<file path="config.mk">
export PLATFORM = sky130hd
export DESIGN_NAME = pkt_gen
export DESIGN_NICKNAME = d
export VERILOG_FILES = /design/src/rtl/pkt_gen.sv
export SDC_FILE = /design/constraint.sdc
export NUM_CORES = 2
export LEC_CHECK = 0
export CORE_AREA = 2 2 554 556
export CTS_CLUSTER_SIZE = 8
export DETAILED_ROUTE_END_ITERATION = 10
export DIE_AREA = 0 0 556 558
export SYNTH_ARGS = -nofsm -noshare
export SYNTH_HDL_FRONTEND = slang
export SYNTH_SLANG_ARGS = --single-unit
export TNS_END_PERCENT = 30
</file>
<file path="constraint.sdc">
create_clock -name clk -period 29.5 [get_ports clk]
set_input_delay 5.9 -clock clk [delete_from_list [all_inputs] [get_ports clk]]
set_output_delay 5.9 -clock clk [all_outputs]
set_load 0.01 [all_outputs]
</file>
<file path="src/rtl/pkt_gen.sv">
// ----------------------------------------------------------------------------
// pkt_gen
//   Multi-channel packet traffic source. Each channel, on a start pulse,
//   emits one complete packet on its own write lane:
//     SOP    : wr_sop=1, no data
//     HDR    : wr_vld=1, data = zero-extended {len, prio, dest}
//     PAY xN : wr_vld=1, data = zero-extended {seq[15:0], ch[7:0], k}, k=1..len
//     EOP    : wr_eop=1, done=1, no data
//   A packet may only begin on an edge where full=0. Once the packet has
//   started, full no longer affects it.
//
// Ports
//   clk        : clock, all state on rising edge
//   rst        : asynchronous active-high reset
//   start      : per-channel one-cycle packet request
//   cfg_dest   : per-channel dest field, latched when start is accepted
//   cfg_prio   : per-channel priority field, latched when start is accepted
//   cfg_len    : per-channel payload word count, latched when start is accepted
//   full       : shared switch-full flag; holds off new packet starts
//   busy       : channel is not idle
//   done       : one-cycle pulse together with wr_eop
//   wr_sop     : start-of-packet marker
//   wr_eop     : end-of-packet marker
//   wr_vld     : data word valid
//   wr_data    : lane i is wr_data[i*data_width +: data_width]
//   dbg_state  : lane i is the 3-bit FSM state of channel i (for checkers)
//
// Handshake: there is no back-pressure. start is a request that is honoured
// only when the channel is IDLE or in its EOP cycle and otherwise dropped.
// wr_sop / wr_vld / wr_eop are one-hot (or all zero) on every cycle; the
// consumer must accept every word the cycle it is presented.
// ----------------------------------------------------------------------------
module pkt_gen #(
    parameter int num_of_ports   = 16,
    parameter int data_width     = 64,
    parameter int dest_width     = 4,
    parameter int priority_width = 3,
    parameter int len_width      = 8
) (
    input  logic                                   clk,
    input  logic                                   rst,
    input  logic [num_of_ports-1:0]                start,
    input  logic [num_of_ports*dest_width-1:0]     cfg_dest,
    input  logic [num_of_ports*priority_width-1:0] cfg_prio,
    input  logic [num_of_ports*len_width-1:0]      cfg_len,
    input  logic                                   full,
    output logic [num_of_ports-1:0]                busy,
    output logic [num_of_ports-1:0]                done,
    output logic [num_of_ports-1:0]                wr_sop,
    output logic [num_of_ports-1:0]                wr_eop,
    output logic [num_of_ports-1:0]                wr_vld,
    output logic [num_of_ports*data_width-1:0]     wr_data,
    output logic [num_of_ports*3-1:0]              dbg_state
);

    // Channel FSM encoding
    localparam logic [2:0] S_IDLE = 3'd0;
    localparam logic [2:0] S_WAIT = 3'd1;
    localparam logic [2:0] S_SOP  = 3'd2;
    localparam logic [2:0] S_HDR  = 3'd3;
    localparam logic [2:0] S_PAY  = 3'd4;
    localparam logic [2:0] S_EOP  = 3'd5;

    localparam int SEQ_W = 16;
    localparam int CH_W  = 8;
    localparam int HDR_W = dest_width + priority_width + len_width;
    localparam int PAY_W = SEQ_W + CH_W + len_width;

    for (genvar g = 0; g < num_of_ports; g++) begin : g_ch

        localparam logic [CH_W-1:0] CH_IDX = CH_W'(g);

        logic [2:0]                state_q, state_d;
        logic [dest_width-1:0]     dest_q,  dest_d;
        logic [priority_width-1:0] prio_q,  prio_d;
        logic [len_width-1:0]      len_q,   len_d;
        logic [len_width-1:0]      cnt_q,   cnt_d;
        logic [SEQ_W-1:0]          seq_q,   seq_d;
        logic                      accept;

        // Header and payload words before fitting to data_width. The wide
        // extension lets the same slice either zero-extend or truncate.
        logic [HDR_W-1:0]            hdr_word;
        logic [PAY_W-1:0]            pay_word;
        logic [HDR_W+data_width-1:0] hdr_ext;
        logic [PAY_W+data_width-1:0] pay_ext;
        logic [data_width-1:0]       data_lane;

        // --------------------------------------------------------------------
        // Next-state logic
        // --------------------------------------------------------------------
        always_comb begin
            state_d = state_q;
            dest_d  = dest_q;
            prio_d  = prio_q;
            len_d   = len_q;
            cnt_d   = cnt_q;
            seq_d   = seq_q;

            // EOP also accepts a new start so packets can run back-to-back.
            accept = start[g] && ((state_q == S_IDLE) || (state_q == S_EOP));

            case (state_q)
                S_IDLE: state_d = S_IDLE;
                S_WAIT: begin
                    if (!full) begin
                        state_d = S_SOP;
                    end
                end
                S_SOP:  state_d = S_HDR;
                S_HDR: begin
                    if (len_q != '0) begin
                        state_d = S_PAY;
                        cnt_d   = len_width'(1);
                    end else begin
                        state_d = S_EOP;
                    end
                end
                S_PAY: begin
                    // cnt_q is the index of the word on the bus this cycle
                    if (cnt_q == len_q) begin
                        state_d = S_EOP;
                    end else begin
                        cnt_d = cnt_q + len_width'(1);
                    end
                end
                S_EOP: begin
                    state_d = S_IDLE;
                    seq_d   = seq_q + SEQ_W'(1);
                end
                default: state_d = S_IDLE;
            endcase

            if (accept) begin
                dest_d  = cfg_dest[g*dest_width +: dest_width];
                prio_d  = cfg_prio[g*priority_width +: priority_width];
                len_d   = cfg_len[g*len_width +: len_width];
                state_d = full ? S_WAIT : S_SOP;
            end
        end

        // --------------------------------------------------------------------
        // State registers
        // --------------------------------------------------------------------
        always_ff @(posedge clk or posedge rst) begin
            if (rst) begin
                state_q <= S_IDLE;
                dest_q  <= '0;
                prio_q  <= '0;
                len_q   <= '0;
                cnt_q   <= '0;
                seq_q   <= '0;
            end else begin
                state_q <= state_d;
                dest_q  <= dest_d;
                prio_q  <= prio_d;
                len_q   <= len_d;
                cnt_q   <= cnt_d;
                seq_q   <= seq_d;
            end
        end

        // --------------------------------------------------------------------
        // Moore output decode: registered state only, so reset clears the
        // lane immediately and no input reaches an output combinationally.
        // --------------------------------------------------------------------
        assign hdr_word = {len_q, prio_q, dest_q};
        assign pay_word = {seq_q, CH_IDX, cnt_q};
        assign hdr_ext  = {{data_width{1'b0}}, hdr_word};
        assign pay_ext  = {{data_width{1'b0}}, pay_word};

        always_comb begin
            data_lane = '0;
            case (state_q)
                S_HDR:   data_lane = hdr_ext[data_width-1:0];
                S_PAY:   data_lane = pay_ext[data_width-1:0];
                default: data_lane = '0;
            endcase
        end

        assign busy[g]   = (state_q != S_IDLE);
        assign wr_sop[g] = (state_q == S_SOP);
        assign wr_vld[g] = (state_q == S_HDR) || (state_q == S_PAY);
        assign wr_eop[g] = (state_q == S_EOP);
        assign done[g]   = (state_q == S_EOP);

        assign wr_data[g*data_width +: data_width] = data_lane;
        assign dbg_state[g*3 +: 3]                 = state_q;
    end

endmodule

</file>
Yosys cells after proc, flatten, opt, wreduce, memory -nomap -nowiden
Cells that the tools add are included.

storage, ports and cells
  bits in registers = 672
  output and inout port bits = 1,152
  bits of input ports = 259

cells by class
  eq/ne operators = 160
  reductions and logical operators = 144
  muxes and demuxes = 130
  $add $sub $neg = 32

operator list
  kind                   number
  $pmux 32 s2            16
  $add 16x1->16 const B  16
  $mux 8                 32
  $pmux 8 s2             16
  $pmux 3 s4             16
  $add 8x1->8 const B    16
  $eq 8x8->1             16
  $reduce_bool 8->1      16
  $mux 3                 33
  $eq 3x2->1 const B     32
  $eq 3x3->1 const B     32
  $ne 3x3->1 const B     32
  $ne 2x2->1 const B     32
  $eq 3x1->1 const B     16
  $logic_not 3->1        16
  $reduce_and 3->1       16
  $reduce_bool 3->1      16
  $logic_or 1x1->1       32
  $reduce_and 2->1       16
  $reduce_bool 2->1      16
  $logic_and 1x1->1      16
  $mux 1                 16
  $mux 2                 1

Depth between registers and ports, before layout
  depth after elaboration = 5
  depth in mapped cells = 7
  mapped depth without buffers = 6

Worst setup path before layout
OpenSTA, ideal clock, no wires.

  path kind = register to output
  start = register g_ch[13].state_q[0]
  end = output port wr_data[832]
  required time = 23,600 ps
  cell stages (with the launch flop) = 5
  slack = 22,120 ps
  arrival time = 1,480 ps
  path through = dfrtp_1 -> clkbuf_1 -> nor3_2 -> clkbuf_1 -> a22o_1

between the ends
  word-level cells in the longest chain between the ends = 2

ends and longest elaborated chain
  item                                      RTL line  source
  start, declared                           73        logic [2:0] state_q, state_d;
  start signal, assigned                    154       state_q <= state_d;
  $eq 3x3->1 or $eq 3x2->1 (tied branches)  174       case (state_q)
  $pmux 32 s2 *                             174
  end, declared                             52        output logic [num_of_ports*data_width-1:0] wr_data,

Mark *: on every way between the ends. The rest lies on a longest branch, timed or not.

==> metrics.yaml <==
outcome: "finished, final reports clean"
crit_top_cell: "buf_4"
synth_warnings: 0
clk_path_buf_depth: 4
ctsHoldBuffers: 0
fin_util: 0.178
drive_above_1_share: 0.100
die_area_um2: 310000
numPortBuffers: 882
htree_levels: 3
fin_crit_sh: 0.345
drt_iter0_markers: 1985
synth-edff-count: 0
final-seq-area_um2: 16800
vias: 31500
finalSetupViolCount: 0
cp_data_arrival_time_ns: 10.88
cts_buffers: 103
critPathMaxFanout: 79
rows: 203
synthFlopType: "dfrtp_1"
rsz0062_at_grt: "no"
syn_area_um2: 40300
via_per_inst: 3.54
slowest_stage: "buf_4"
nets: 5175
ys_ff_latch: 672
synthArstFlopShare: 1.00
synth.distinct_cells: 80
fmax_mhz: 98.4
worst-r2r-setup-slack_ns: 26.79
powerDensity_nw_per_um2: 79.8
crit_type: "in -> async"
cts_sinks: 672
clock_latency_ns: 0.82
grt_first_pass_wirelength_um: 226000
max-slew-margin-rel: 0.221
grt_max_degree: 80
grt.total_usage: 0.100
die_h_um: 558
min_to: "g_ch[4].seq_q[15]"
end_kind: "asynchronous set/reset pin"
grt_antenna_before_repair: 51
start_kind: "primary input"
dieWidth_um: 556
post_cts_resized: 0
crit_buf_inv: 7
worst_slack_ns: 19.34
antenna_left: 0
maxCapViolCount: 0
crit_family: "buffers and inverters"
dpl_cell_area_um2: 51400
setup_tns_ns: 0
multi_input_area_um2: 20200
cts_tree: "done"
gp_congestion: 0.856
period_minus_slack_ns: 10.16
r2r_cells: 6
timing.rr.start: "g_ch[2].state_q[2]"
dp_slack_ns: 18.27
cts-root-buf: "clkbuf_16"
routed_wl_um: 163000
overflow: 0
place_hpwl_um: 131000
skew_ns: 0.0799
syn_inst: 4068
postCtsSetupRepairBufs: 0
path_cells: "clkdlybuf4s50_1 -> inv_8 -> buf_4 -> buf_4 -> buf_4 -> buf_4 -> buf_4"
clk_pin_slew_ns: 0.05
max_stage_delay_ns: 0.88
ios: 1411
n_fill_cell: 33800
drtPass1Iterations: 6
vdd_drop_max_v: 0.0000480
power.leakage_nw: 22.7
hp-class: "reg -> reg"
drc: 0
core_region_area_um2: 305000
grt_pass1_vias: 30100
tightest_slew_ns: 1.17
syn_area_per_cell_um2: 9.91
worstReg2RegEnd: "g_ch[2].cnt_q[1]"
worst_ep_required_time_ns: 30.22
slew_violations: 0
fin_area_um2: 54300
syn_to_final_growth_pct: 34.6
initial_core_util: 0.132
wl_per_cell_um: 18.3
seq_area_frac_synth: 0.417
hold_violations: 0
min_from: "g_ch[4].seq_q[15]"
hold_path_depth: 1
## sequential cells by signal, indices dropped and copies added (netlist names)
| register | cells |
|---|---|
| g_ch.len_q | 128 |
| g_ch.prio_q | 48 |
| g_ch.state_q | 48 |
| g_ch.cnt_q | 128 |
| g_ch.seq_q | 256 |
| g_ch.dest_q | 64 |
## routing by layer
layer,up-vias,routed length [µm],part of all wire,global-route usage
met1,15500,65100,0.40,0.120
li1,14400,-,-,-
met5,-,0,0,0
met3,210,16100,0.099,0.0367
met2,1385,76900,0.47,0.165
met4,0,5170,0.032,0.0335
## cells in the final DEF, fill, tap and decap left out, types with 32 or more instances in the layout
cell	count
nor2_1	149
dfrtp_1	672
and2_1	328
ha_1	32
nand3_1	123
mux2_2	233
o21ai_0	52
nand2_1	359
a31oi_1	57
inv_1	80
xor2_1	108
conb_1	528
a22o_1	118
a21oi_1	80
nor3_1	45
nand4_1	97
clkdlybuf4s50_1	881
xnor2_1	260
and3_1	85
clkbuf_16	103
## cell type report
type / instances / share of cell area
Antenna cell: 10 / 0.000461
Clock buffer: 116 / 0.0491
Clock inverter: 12 / 0.00355
Inverter: 82 / 0.00586
Multi-Input combinational cell: 3116 / 0.373
Sequential cell: 672 / 0.310
Tap cell: 3997 / 0.0922
Timing Repair Buffer: 909 / 0.166
## synthesized netlist by cell type (45+ instances only)
cell	count	share of area
buf_2	51	0.0063
and2_1	328	0.051
inv_1	82	0.0076
nand3_1	123	0.015
o21ai_0	52	0.0065
and3_1	85	0.013
clkbuf_1	93	0.0087
buf_4	560	0.10
a22o_1	118	0.026
nor3_1	45	0.0056
xor2_1	108	0.023
nand4_1	97	0.015
mux2_2	233	0.065
dfrtp_1	672	0.42
a31oi_1	57	0.0088
a21oi_1	80	0.0099
nor2_1	149	0.014
nand2_1	359	0.033
xnor2_1	260	0.056
## cells by family after synthesis
group / Yosys count / synth area share
XOR/XNOR: 368 / 0.0799
other: 1 / 0.0000930
flip-flops: 672 / 0.417
buffers and inverters: 807 / 0.132
AO/OA/AOI/OAI: 452 / 0.0814
AND/OR/NAND/NOR: 1471 / 0.206
adder cells (fa/ha/maj): 32 / 0.00993
multiplexers: 265 / 0.0737
## power breakdown
group          switching (mW)  leakage [nW]  total, mW  internal [mW]
sequential              0.399          8.64       1.59           1.19
clock                   0.443          1.40       1.10          0.655
combinational           0.846          12.7       1.64          0.798
total                    1.69          22.7       4.33           2.64
## how the worst max path moves through the flow
stage / startpoint / end / slack [ns] / cells past startpoint
2_1_floorplan: rst / g_ch[0].cnt_q[0] / 4.76 / 1
3_3_place_gp: rst / g_ch[7].seq_q[13] / 18.31 / 7
3_5_place_dp: rst / g_ch[7].seq_q[10] / 18.27 / 7
4_1_cts: rst / g_ch[7].seq_q[13] / 19.14 / 7
5_1_grt: rst / g_ch[7].seq_q[10] / 18.62 / 7
6_report: rst / g_ch[7].seq_q[7] / 19.34 / 7
## per-stage QoR
step / hold WS, ns / instances / total power, mW
final: 0.462 / 8914 / 4.33
after global routing: 0.475 / 8906 / 4.61
after CTS: 0.465 / 8904 / 4.41
after detailed placement: 0.453 / 8776 / 3.27
after global placement: 0.449 / 8776 / 3.25
after floorplan: 0.434 / 4595 / 2.49
(Power assumes the default switching activity.)
